<file path="config.mk">
export PLATFORM = sky130hd
export DESIGN_NAME = processor_dp_gen
export DESIGN_NICKNAME = d
export VERILOG_FILES = /design/src/rtl/processor_dp_pkg.sv /design/src/rtl/alu_gen.sv /design/src/rtl/btn_debounce.sv /design/src/rtl/processor_dp_gen.sv
export SDC_FILE = /design/constraint.sdc
export NUM_CORES = 1
export LEC_CHECK = 0
export CAP_MARGIN = 20
export CORE_MARGIN = 5
export CORE_UTILIZATION = 30
export DETAILED_ROUTE_END_ITERATION = 12
export PLACE_DENSITY_LB_ADDON = 0.25
export SETUP_SLACK_MARGIN = 0.2
export SLEW_MARGIN = 20
export SYNTH_ARGS = -nofsm -noshare
export SYNTH_HDL_FRONTEND = slang
export SYNTH_SLANG_ARGS = --single-unit
</file>
<file path="constraint.sdc">
create_clock -name clk -period 4.1 [get_ports clk]
set_clock_uncertainty 0.2 [all_clocks]
set_input_delay 0.82 -clock clk [delete_from_list [all_inputs] [get_ports clk]]
set_output_delay 0.82 -clock clk [all_outputs]
set_load 0.01 [all_outputs]
</file>
<file path="src/rtl/processor_dp_pkg.sv">
// Shared types for the lab-processor register-file datapath.
package processor_dp_pkg;

  typedef enum logic [1:0] {
    MODE_LOAD   = 2'b00,
    MODE_ALU    = 2'b01,
    MODE_REPEAT = 2'b10,
    MODE_NOP    = 2'b11
  } mode_t;

  typedef enum logic [2:0] {
    ADD   = 3'b000,
    SUB   = 3'b001,
    AND   = 3'b010,
    OR    = 3'b011,
    XOR   = 3'b100,
    NOT   = 3'b101,
    SHL   = 3'b110,
    PASSB = 3'b111
  } alu_op_t;

  typedef enum logic [1:0] {
    IDLE = 2'b00,
    EXEC = 2'b01,
    DONE = 2'b10
  } state_t;

endpackage

</file>
<file path="src/rtl/alu_gen.sv">
// Combinational ALU; result is mod 2^DATA_W, carry is 0 for logic ops and pass-B.
module alu_gen
  import processor_dp_pkg::*;
#(
  parameter int DATA_W = 4
) (
  input  logic [DATA_W-1:0] a,
  input  logic [DATA_W-1:0] b,
  input  logic              c_in,
  input  alu_op_t           sel,
  output logic [DATA_W-1:0] f,
  output logic              c_out
);

  logic [DATA_W:0] a_ext, b_ext, c_ext, wide;

  assign a_ext = {1'b0, a};
  assign b_ext = {1'b0, b};
  assign c_ext = {{DATA_W{1'b0}}, c_in};

  // NOTE: every output gets a default first, so no path through the case leaves a latch.
  always_comb begin
    f     = '0;
    c_out = 1'b0;
    wide  = '0;
    case (sel)
      ADD: begin
        wide  = a_ext + b_ext + c_ext;
        f     = wide[DATA_W-1:0];
        c_out = wide[DATA_W];
      end
      SUB: begin
        // Bit DATA_W of the extended difference is set exactly when a < b + c_in.
        wide  = a_ext - b_ext - c_ext;
        f     = wide[DATA_W-1:0];
        c_out = wide[DATA_W];
      end
      AND:   f = a & b;
      OR:    f = a | b;
      XOR:   f = a ^ b;
      NOT:   f = ~a;
      SHL: begin
        f     = {a[DATA_W-2:0], 1'b0};
        c_out = a[DATA_W-1];
      end
      PASSB: f = b;
      default: f = '0;
    endcase
  end

endmodule

</file>
<file path="src/rtl/btn_debounce.sv">
// Button debouncer: a level change must persist for DB_COUNT+1 m_sec ticks;
// emits a one-cycle pulse on each debounced rising edge.
module btn_debounce #(
  parameter int DB_SIZE  = 9,
  parameter int DB_COUNT = 499
) (
  input  logic clk,
  input  logic rst,
  input  logic m_sec,
  input  logic btn,
  output logic pulse
);

  localparam logic [DB_SIZE-1:0] THRESH = DB_SIZE'(DB_COUNT);

  logic [1:0]         sync_q;
  logic               stable_q;
  logic               stable_prev_q;
  logic [DB_SIZE-1:0] cnt_q;

  always_ff @(posedge clk or negedge rst) begin
    if (!rst) begin
      sync_q        <= '0;
      stable_q      <= 1'b0;
      stable_prev_q <= 1'b0;
      cnt_q         <= '0;
    end else begin
      sync_q        <= {sync_q[0], btn};
      stable_prev_q <= stable_q;
      if (sync_q[1] == stable_q) begin
        cnt_q <= '0;
      end else if (m_sec) begin
        if (cnt_q == THRESH) begin
          stable_q <= sync_q[1];
          cnt_q    <= '0;
        end else begin
          cnt_q <= cnt_q + 1'b1;
        end
      end
    end
  end

  assign pulse = stable_q & ~stable_prev_q;

endmodule

</file>
<file path="src/rtl/processor_dp_gen.sv">
// Register-file datapath with sequenced ALU and repeat mode.
// Define PROC_DP_CARRY_CHAIN_EN to feed each repeat iteration's carry into the next.
module processor_dp_gen
  import processor_dp_pkg::*;
#(
  parameter  int DATA_W    = 4,
  parameter  int REG_COUNT = 16,
  parameter  int CNT_W     = 4,
  parameter  int DB_SIZE   = 9,
  parameter  int DB_COUNT  = 499,
  localparam int ADDR_W    = $clog2(REG_COUNT)
) (
  input  logic              clk,
  input  logic              rst,
  input  logic              m_sec,
  input  logic              btn,
  input  logic [1:0]        mode,
  input  logic [2:0]        alu_sel,
  input  logic              c_in,
  input  logic [ADDR_W-1:0] wr_addr,
  input  logic [ADDR_W-1:0] rp_addr,
  input  logic [ADDR_W-1:0] rq_addr,
  input  logic [DATA_W-1:0] imm,
  input  logic [CNT_W-1:0]  rep_cnt,
  output logic [DATA_W-1:0] rp_data,
  output logic [DATA_W-1:0] rq_data,
  output logic              c_out,
  output logic              busy,
  output logic              done
);

  logic start;

  btn_debounce #(.DB_SIZE(DB_SIZE), .DB_COUNT(DB_COUNT)) u_db (
    .clk   (clk),
    .rst   (rst),
    .m_sec (m_sec),
    .btn   (btn),
    .pulse (start)
  );

  state_t              state_q, state_d;
  logic [CNT_W-1:0]    iter_q, iter_d;
  mode_t               mode_q;
  alu_op_t             sel_q;
  logic                cin_q;
  logic [ADDR_W-1:0]   wr_q, rp_q, rq_q;
  logic [DATA_W-1:0]   imm_q;
  logic                c_out_q;
  logic [DATA_W-1:0]   regs_q [REG_COUNT];

  logic                latch, reg_we, carry_we;
  logic [ADDR_W-1:0]   reg_waddr;
  logic [DATA_W-1:0]   reg_wdata;
  logic [DATA_W-1:0]   op_a, op_b, alu_f;
  logic                alu_c;

  assign op_a = regs_q[rp_q];
  assign op_b = regs_q[rq_q];

  alu_gen #(.DATA_W(DATA_W)) u_alu (
    .a     (op_a),
    .b     (op_b),
    .c_in  (cin_q),
    .sel   (sel_q),
    .f     (alu_f),
    .c_out (alu_c)
  );

  always_comb begin
    state_d   = state_q;
    iter_d    = iter_q;
    latch     = 1'b0;
    reg_we    = 1'b0;
    carry_we  = 1'b0;
    reg_waddr = wr_q;
    reg_wdata = imm_q;
    case (state_q)
      IDLE: begin
        if (start) begin
          latch   = 1'b1;
          iter_d  = rep_cnt;
          state_d = EXEC;
        end
      end
      EXEC: begin
        state_d = DONE;
        case (mode_q)
          MODE_LOAD: reg_we = 1'b1;
          MODE_ALU: begin
            reg_we    = 1'b1;
            reg_wdata = alu_f;
            carry_we  = 1'b1;
          end
          MODE_REPEAT: begin
            reg_we    = 1'b1;
            reg_waddr = rp_q;
            reg_wdata = alu_f;
            carry_we  = 1'b1;
            if (iter_q != '0) begin
              iter_d  = iter_q - 1'b1;
              state_d = EXEC;
            end
          end
          default: ;
        endcase
      end
      DONE:    state_d = IDLE;
      default: state_d = IDLE;
    endcase
  end

  // NOTE: sequential state uses non-blocking assignments so every flop samples pre-edge values.
  always_ff @(posedge clk or negedge rst) begin
    if (!rst) begin
      state_q <= IDLE;
      iter_q  <= '0;
      mode_q  <= MODE_LOAD;
      sel_q   <= ADD;
      cin_q   <= 1'b0;
      wr_q    <= '0;
      rp_q    <= '0;
      rq_q    <= '0;
      imm_q   <= '0;
      c_out_q <= 1'b0;
    end else begin
      state_q <= state_d;
      iter_q  <= iter_d;
      if (latch) begin
        mode_q <= mode_t'(mode);
        sel_q  <= alu_op_t'(alu_sel);
        cin_q  <= c_in;
        wr_q   <= wr_addr;
        rp_q   <= rp_addr;
        rq_q   <= rq_addr;
        imm_q  <= imm;
      end
      if (carry_we) begin
        c_out_q <= alu_c;
`ifdef PROC_DP_CARRY_CHAIN_EN
        if (mode_q == MODE_REPEAT) cin_q <= alu_c;
`endif
      end
    end
  end

  // NOTE: the register file must clear on reset, so it is built from resettable flops rather than RAM.
  always_ff @(posedge clk or negedge rst) begin
    if (!rst) begin
      for (int i = 0; i < REG_COUNT; i++) regs_q[i] <= '0;
    end else if (reg_we) begin
      regs_q[reg_waddr] <= reg_wdata;
    end
  end

  assign rp_data = regs_q[rp_addr];
  assign rq_data = regs_q[rq_addr];
  assign c_out   = c_out_q;
  assign busy    = (state_q != IDLE);
  assign done    = (state_q == DONE);

endmodule

</file>
## After elaboration in Yosys (flattened, before gate mapping)

Cells that the tools add are included.

| storage, ports and cells | value |
|---|---|
| bits in registers | 106 |
| output and inout bits | 11 |

| operators by class | value |
|---|---|
| add/subtract/negate cells | 6 |
| order comparisons | 6 |
| equality and inequality tests | 16 |
| mux-type cells | 38 |
| bitwise operators | 12 |
| reductions and logical operators | 12 |

Operators by type and width:

| cell | count |
|---|---|
| 4-bit binary-select mux with 4-bit select | 4 |
| 64-bit bitwise mux | 1 |
| 4-bit two-way mux | 16 |
| 4-bit case mux with 8 select lines | 1 |
| 9-bit two-way mux | 3 |
| 5-bit greater-or-equal comparator (second input constant) | 5 |
| 4-bit NOT with 5-bit output | 5 |
| 4-bit demux with 4-bit select | 1 |
| 3-bit equality test (second input constant) | 4 |
| 9-bit by 1-bit adder with 9-bit output (second input constant) | 1 |
| 9-bit equality test (second input constant) | 1 |
| 4-bit case mux with 2 select lines | 1 |
| 3-bit by 2-bit equality test with 1-bit output (second input constant) | 2 |
| 1-bit two-way mux | 6 |
| 2-bit two-way mux | 3 |
| 2-bit != test (second input constant) | 3 |
| 2-bit nonzero test | 3 |
| 4-bit by 4-bit adder with 5-bit output | 1 |
| 5-bit by 1-bit adder with 5-bit output | 1 |
| 5-bit by 1-bit less-than comparator with 1-bit output (second input constant) | 1 |
| 4-bit by 4-bit subtractor with 5-bit output | 1 |
| 5-bit by 1-bit subtractor with 5-bit output | 1 |
| 4-bit AND | 1 |
| 2-bit by 1-bit equality test with 1-bit output (second input constant) | 2 |
| other kinds (19) | 22 |

## Logic depth before layout (Yosys ltp)

Gate-level depths: netlist of run 1.

| depth | value |
|---|---|
| depth after elaboration | 10 |
| mapped depth | 16 |
| gate-level depth less buffers | 13 |

## Modules after synthesis

A second synthesis of run 1 with hierarchy kept.

| unflattened totals | value |
|---|---|
| cells, all modules | 581 |
| area total of the unflattened synthesis | 7145.6 µm² |

Modules (own cells, without submodules):

| module | times used | cells each | area an instance (µm²) | sequential area each (µm²) |
|---|---|---|---|---|
| processor_dp_gen | 1 | 420 | 5776.8 | 2327.2 |
| alu_gen | 1 | 98 | 729.4 | 0.0 |
| btn_debounce | 1 | 63 | 639.4 | 325.3 |

## Least setup slack after synthesis of run 1

No wires, ideal clock.

| path | value |
|---|---|
| kind | register to register |
| start | reg rq_q[0] |
| end | reg regs_q[37] (netlist name) |
| library setup time | 0.125 ns |
| arrival | 3.612 ns |
| data required time | 3.775 ns |
| slack | 0.163 ns |
| stages on the path, launching flop included | 14 |
| buffers on the path | 3 |
| cells stage by stage | dfrtp_1 buf_6 buf_6 mux4_1 mux4_2 fa_1 inv_1 fa_1 a21oi_1 o22ai_1 a22oi_1 o2111ai_4 buf_6 mux2_2 |

| on the way | value |
|---|---|
| word-level cells in the longest chain between the ends | 10 |
| elaborated cells on any way between the ends | 15 |
| those cells by class | add/sub (4); mux (7); bitwise (4) |

Ends and longest elaborated chain:

| element | line | text |
|---|---|---|
| start: declaration | processor_dp_gen.sv:47 | `logic [ADDR_W-1:0] wr_q, rp_q, rq_q;` |
| start signal: assignment | processor_dp_gen.sv:135 | `rq_q <= rq_addr;` |
| 4-bit NOT with 5-bit output (not written as such) * | processor_dp_gen.sv:59 | `assign op_b = regs_q[rq_q];` |
| 4-bit binary-select mux with 4-bit select * | processor_dp_gen.sv:59 |  |
| 4-bit two-way mux (not written as such) * (2 in series) | processor_dp_gen.sv:59 |  |
| 4-bit by 4-bit subtractor with 5-bit output or 4-bit by 4-bit adder with 5-bit output (tied branches) | alu_gen.sv:34, alu_gen.sv:28 |  |
| 5-bit by 1-bit subtractor with 5-bit output or 5-bit by 1-bit adder with 5-bit output (tied branches) | alu_gen.sv:34, alu_gen.sv:28 |  |
| 4-bit case mux with 8 select lines * | alu_gen.sv:26 | `case (sel)` |
| 4-bit two-way mux * | processor_dp_gen.sv:88 | `case (mode_q)` |
| 4-bit two-way mux * | processor_dp_gen.sv:78 | `case (state_q)` |
| 64-bit bitwise mux * | processor_dp_gen.sv:152 | `regs_q[reg_waddr] <= reg_wdata;` |
| end signal: indexed assignment | processor_dp_gen.sv:152 |  |
| end: declaration | processor_dp_gen.sv:50 | `logic [DATA_W-1:0] regs_q [REG_COUNT];` |

Every way passes the cells marked *; elsewhere a longest branch is shown, timed or not. The select of a mux whose other input is x is not followed.
A chain may end at the register's enable or synchronous reset.

## Final worst setup path of run 1

Ends and elaborated chain as after synthesis.

==> run summary, run 1 <==
The worst reg-to-reg path cell count was 11; the placeable core area was 24,400 um^2. STA puts the critical path data required time at 4.15 ns. The global-route track usage on met2 came out at 24.6%. For this run, the slowest stage of the critical path takes 0.55 ns. Setup violations remaining at the end of the flow were counted as 0. The run gives 0.918 as the final weighted congestion in routability-driven placement.

The logs give 9 for the TritonCTS buffer count and 0 for the max-slew violation count. The tools report the count of maximum capacitance violations as 0. In the synthesized netlist, the number of instances is 619.

The post-route clock period utilization was 94.4%. By area the synthesized netlist is led by dfrtp_1, mux4_2, mux2_2. The analysis attributes to cell leakage a power of 3.79 nW. Global routing consumed, on the met3 layer, 3.11% of the routing resources.

The per-instance average area after synthesis is 12.0 um^2, and the maximum number of buffers from clock root to sink is 2. The HPWL after detailed placement is 16,100 um. Entering global routing, the biggest net connects 61 pins.

After synthesis, the share of flip-flops with an asynchronous set or reset is 100%. Along the worst hold path, the cell count comes to 0. The logs give 106 for the count of clock tree sinks and -0.118 ns for the worst setup slack before clock tree synthesis. In the global route stage, met1 resource usage came out at 22.0%. Actual slew at the worst max-slew pin: 0.892 ns.

The most instantiated library cell after synthesis was dfrtp_1. The number of hold buffers added after CTS was 0. After floorplanning, the core was divided into 57 placement rows.

The total of buffers placed on input and output ports is 40, and the number of library cell types mapped by synthesis is 60. The path category of the worst min-delay check was register to register. The nature of the critical path endpoint was a register. The average wire per standard cell works out to 21.8 um.

The area enclosed by the die boundary was 28,000 um^2. The detailed-routing iteration count for the pre-antenna-repair pass was 5; the sequential area share after synthesis was 35.7%. By count the netlist is led by dfrtp_1, mux4_2, mux2_2. The share of post-route cells with drive strength above 1 is 33.0%. The global-route wire length before repair is 34,500 um, and the largest fanout on the critical path is 8. The cell type with the highest aggregate area in the netlist was dfrtp_1. The net total in the final layout is 735, and the cell area after technology mapping is 7430 um^2. The run gives 15.7% as the global-route total usage across every layer.

The via count of the first global-routing pass was 5,715; the die outline width was 167 um. Final setup slack of the worst path: 0.230 ns. TritonCTS built the clock tree. Summing internal, switching and leakage power gives 2.11 mW.

The tools report the total overflow reported by the global router as 0. The initial DRC count came out at 452. The critical path is of the register to register type.

For the final-layout worst hold slack, the log shows 0.152 ns. Cell chosen for the clock root: clkbuf_16. In this run the tightest slew margin relative to its limit is 40.4%. The routed design has 22,100 um of wire. The number of synthesized register bits came out at 106. Number of hold violations in the final report: 0.

The latest clock arrival within the worst-skew pair was 0.37 ns; the clock period minus worst slack was 3.87 ns. STA classifies the critical path startpoint as a register. The initial antenna violation count is 0. For this design, the slowest cell found on the critical path is mux4_2.

The height of the die is 167 um, and the power per cell area is 235 nW/um^2. Setup repair after global routing could not meet its margin everywhere. The final route contains 5,627 vias.

Among all flip-flop cells after synthesis, the most frequent one is dfrtp_1. Once the floorplan was initialized, standard cells occupied 30.5% of the core. Dividing the detail-routed via count by the number of cells gives 5.55.

The flow ran to the end, and the final reports show no timing, DRC or antenna violations. From synthesis to final layout, the design area changed by 21.0%. After synthesis, the largest area contributor takes up 35.7% of total cell area.

The H-tree was split into 3 levels. Once detail routing completed, the nets flagged for antenna violations numbered 0. The clock-pin slew on the worst setup and hold paths was 0.08 ns; the data arrival at the endpoint of the critical path was 3.92 ns.

For the remaining design rule violation count, the log shows 0. Number of synthesized flops with an enable pin: 0. For the final antenna diode count, the log shows 0. Busiest layer in global routing: met2. The highest clock rate is 258 MHz.

Traced cell by cell, the critical path runs through mux4_2 > mux4_2 > fa_2 > inv_2 > fa_1 > a21oi_1 > o22ai_1 > a22oi_2 > o2111ai_4 > clkbuf_16 > mux2_2. The number of nets in the synthesized netlist is 669. VDD sags by at most 0.177 mV. The number of top-level pins is 41. Number of warnings printed during yosys synthesis: 0. The cell type with the highest occurrence count on the critical path was mux4_2.
-- layer usage --
layer / part of all wire (%) / wire length, um
met1: 44 / 9820
met2: 48 / 10500
met4: 2.4 / 530
met3: 5.6 / 1230
met5: 0 / 0
-- critical path, delay by kind of cell (launching register included) --
kind | cells | cell delay (ns)
compound gates | 4 | 0.67
mux | 3 | 1.34
flops | 1 | 0.47
buf+inv | 2 | 0.31
fa+ha+maj | 2 | 0.75
-- stage by stage --
step	instance area (um^2)	utilization [%]	instances	setup TNS, ns
after floorplan	7440	-	619	0
after global placement	8460	34.7	988	0
after detailed placement	8460	34.7	988	-1.30
after CTS	8860	36.3	1008	0
after global routing	8990	36.9	1014	0
final	8990	36.9	1014	0
-- layout by cell type (no fill, tap or decap), drive strengths merged, types with 4 or more instances in the layout --
cell,n
nand2b,11
nand2,32
clkdlybuf4s50,33
a31oi,19
nor3,12
dlymetal6s2s,4
mux2i,40
inv,33
buf,53
nand3,16
nor2b,8
ha,16
fa,4
o21ai,24
clkbuf,10
a21oi,30
a211oi,4
mux4,71
nor2,41
mux2,57
dfrtp,106
and3,4
-- final timing paths --
kind                                 from  slack [ns]             end
setup / recovery                  rq_q[0]        0.23      regs_q[37]
hold / removal             u_db.sync_q[0]        0.15  u_db.sync_q[1]
setup reg to reg                  rq_q[0]        0.23      regs_q[37]
hold reg to reg            u_db.sync_q[0]        0.15  u_db.sync_q[1]
max in group asynchronous             rst        2.59         rp_q[3]
min in group asynchronous             rst        0.35      regs_q[38]
-- kinds of logic (layout without fill, tap and decap cells) --
kind of cell / count (synthesis) / after routing / synth area share (%)
buffers and inverters: 70 / 141 / 4.56
adder cells (fa/ha/maj): 20 / 20 / 3.77
AND/OR/NAND/NOR: 149 / 149 / 10.2
XOR/XNOR: 4 / 4 / 0.471
AO/OA/AOI/OAI: 102 / 102 / 9.33
multiplexers: 168 / 168 / 36.0
flip-flops: 106 / 106 / 35.7
-- timing repair --
action / 4_1_cts / 5_1_grt
buffers inserted: 2 / 5
gates resized for setup: 10 / 24
cloned: 2 / 1
pin swaps: 1 / 8
endpoints found under the setup margin: 56 / 52
-- cell type report --
class                           instances  area [um^2]
Fill cell                            2406        15400
Tap cell                              324          405
Clock buffer                            9          225
Sequential cell                       106         2660
Inverter                               30          113
Multi-Input combinational cell        443         4510
Clock inverter                          7         85.1
Timing Repair Buffer                   95          998
-- registers in the layout (all words and copies together), names as in the netlist --
name	flops
regs_q	64
rp_q	4
state_q	2
u_db.stable_q	1
mode_q	2
c_out	1
u_db.cnt_q	9
wr_q	4
cin_q	1
iter_q	4
imm_q	4
rq_q	4
u_db.sync_q	2
sel_q	3
u_db.stable_prev_q	1
-- where the power goes --
group	leakage (nW)	switching (mW)	internal, mW
Sequential	1.43	0.00199	1.05
Clock	0.146	0.458	0.487
Combinational	2.22	0.0586	0.0583
Total	3.79	0.519	1.59
(Power assumes the default switching activity.)
==> run 2, diff against run 1 <==
--- a/config.mk
+++ b/config.mk
@@ -8,8 +8,9 @@
 export CAP_MARGIN = 20
 export CORE_MARGIN = 5
 export CORE_UTILIZATION = 30
+export CTS_CLUSTER_DIAMETER = 50
 export DETAILED_ROUTE_END_ITERATION = 12
-export PLACE_DENSITY_LB_ADDON = 0.25
+export PLACE_DENSITY = 0.42
 export SETUP_SLACK_MARGIN = 0.2
 export SLEW_MARGIN = 20
 export SYNTH_ARGS = -nofsm -noshare
==> constraint.sdc (replaced) <==
create_clock -name clk -period 4.85 [get_ports clk]
set_clock_uncertainty 0.2 [all_clocks]
set_input_delay 0.97 -clock clk [delete_from_list [all_inputs] [get_ports clk]]
set_output_delay 0.97 -clock clk [all_outputs]
set_load 0.01 [all_outputs]
==> run 2 against run 1 <==
Against the previous run:
- combinational power shrank 23%
- utilization down 2.1 points
- total power decreased by 20%
- cell count is 3.6% lower
- maximum frequency down 13%
- die area unchanged
- worst hold slack better by 0.0048 ns
- largest cell class unchanged
- largest power group unchanged
==> run summary, run 2 (synthesis results as in run 1) <==
The register with the most flip-flops in the layout has 64 of them. Delay contributed by the slowest stage of the critical path: 0.84 ns. The post-route clock period utilization was 91.6%; the placed wire-length estimate was 16,600 um. Wire segments on met3 add up to 1090 um in the final route. The logs give 5,483 for the detailed-route via count and 0 for the remaining design rule violation count.

Setup violations remaining at the end of the flow were counted as 0. The clock-pin slew on the worst setup and hold paths is 0.07 ns, and the met2 wire length is 11,300 um. Global routing consumed, over all layers together, 16.7% of the routing resources. The critical path required time is 4.89 ns. The total routed wire length on the met1 layer is 10,200 um, and the average wire per standard cell is 23.7 um. The analysis attributes to cell leakage a power of 3.46 nW. After the first detailed-routing iteration, the DRC count stood at 559.

The count of buffering cells on the critical path with inverters included was 2. The critical path in this run is classified as register to register. For the maximum number of buffers from clock root to sink, the log shows 2. Derived from the worst setup path, the maximum achievable clock frequency is 225 MHz. Walking the worst path, the cells encountered are mux4_2 > mux4_2 > inv_1 > fa_1 > inv_1 > fa_1 > a21oi_1 > o22ai_1 > a22oi_1 > o2111ai_4 > mux2_2. IR analysis of the VDD net gives a maximum drop of 0.133 mV. The largest fanout on the critical path was 16. The net switching fraction of the power is 23.1%. The clock period could shrink to 4.44 ns. Cell internal power was estimated by the tool at 1.30 mW.

The detail route stage leaves a number of antenna-violating nets equal to 0. The tools report the global-route wire length before repair as 36,000 um. The H-tree depth is 3, and the number of buffers inserted by post-CTS setup repair is 0. The detailed-routing iteration count for the pre-antenna-repair pass is 5. The slowest library cell on the worst path is dfrtp_1. The min-delay analysis places its worst path in the category register to register. Overall power consumption after layout is estimated at 1.69 mW. Nature of the critical path endpoint: a register. Power per cell area: 199 nW/um^2.

The run gives 57 as the number of placement rows. Data arrives at the worst endpoint at 4.48 ns. At the end of routability-driven placement, the weighted congestion stood at 0.845. The die covers 28,000 um^2. After clock tree synthesis, the repair step resized 0 gates. The number of hold violations in the final report is 0, and the total of buffers placed on input and output ports is 40.

The number of antenna diodes in the final layout is 0. The register share of total power was 52.5%; the max-slew violation count was 0. The run finished with clean final reports. The library cells used most frequently in the layout, excluding fill and tap cells, are dfrtp_1, mux4_2, mux2_2, nor2_1, mux2i_1. The run gives 0 ns as the final sum of negative setup slack. TritonCTS built the clock tree.

Setup repair after global routing left no endpoint under its margin. The total wirelength of the detailed-routed design was 23,100 um; the count of maximum capacitance violations was 0. For the number of hold buffers added after CTS, the log shows 0. The cell sitting at the root of the clock tree is a clkbuf_16. Counting the buffers created by CTS gives 9. The per-cell via count in the routed design is 5.61. Uppermost metal layer occupied by signal nets: met4. Counting every sink on the clock net gives 106. Switching power: 0.390 mW. Height of the die: 167 um. The maximum number of pins on one net before global-route repair was 45; the combinational group share of total power was 5.3%. The worst setup path is launched from a register. The logs give 700 for the net total in the final layout and 30.5% for the effective utilization at floorplan. In this design, the largest share of critical-path delay is due to multiplexers. Headroom to the max-slew limit came out at 32.7%.

The tools report the via count of the first global-routing pass as 5,728. At the later pin of the worst-skew pair, clock insertion delay measures 0.35 ns. 41 I/O pins were placed.

The floorplan step set the die width to 167 um. The total overflow reported by the global router is 0, and the actual slew at the worst max-slew pin is 1.01 ns. The share of post-route cells with drive strength above 1 was 26.8%. The area growth from synthesis to layout is 14.0%. The clock network burns 42.2% of the power. The placeable core area was 24,400 um^2.

The commonest non-fill, non-tap cell in the layout was dfrtp_1. The largest registers in the layout are regs_q: 64 flops, u_db.cnt_q: 9 flops. The register with the most flip-flops in the final layout is regs_q. The initial antenna violation count is 0.
-- run 2: changes by cell type in the layout (fill, tap and decap cells not counted), moves of 6 or more --
cell | before | now
buf_12 | 8 | 2
clkdlybuf4s50_1 | 33 | 39
mux2_4 | 13 | 4
buf_4 | 43 | 19
mux2_2 | 44 | 53
-- run 2: layout make-up --
class	instances	area [um^2]
flip-flops and latches	106	2650
clock buffers	13	260
multi-input cells	443	4460
well taps	324	405
inverters	30	113
fillers	2409	15900
clock inverters	2	12.5
repair buffers	60	573
-- run 2: worst paths after layout --
kind	startpoint	end	cells after the start	slack (ns)
max	rp_q[0]	regs_q[21]	11	0.41
min	u_db.sync_q[0]	u_db.sync_q[1]	0	0.16
max reg2reg	rp_q[0]	regs_q[21]	11	0.41
min reg2reg	u_db.sync_q[0]	u_db.sync_q[1]	0	0.16
max in group asynchronous	rst	imm_q[2]	2	3.14
min in group asynchronous	rst	regs_q[26]	1	0.43
-- run 2: per-stage QoR --
step	cells	utilization [%]	area (um^2)	hold slack, ns	setup slack, ns
after floorplan	619	-	7430	0.131	0.913
after global placement	963	33.6	8200	0.136	0.445
after detailed placement	963	33.6	8200	0.145	0.413
after CTS	978	34.7	8470	0.162	0.396
after global routing	978	34.7	8470	0.179	0.253
final	978	34.7	8470	0.157	0.410
-- run 2: routing by layer --
layer / GRT usage, % / up-vias
met1: 22.6 / 2843
met2: 27.6 / 182
met5: 0 / -
li1: - / 2425
met4: 4.94 / 0
met3: 2.76 / 33
-- run 2: power by group through the flow --
stage	Sequential, mW	Clock (mW)	Combinational, mW
floorplan	0.904	0	0.0300
global placement	0.904	0	0.0916
detailed placement	0.904	0	0.0930
CTS	0.887	0.737	0.0930
global route	0.887	0.768	0.0996
finish	0.887	0.713	0.0899
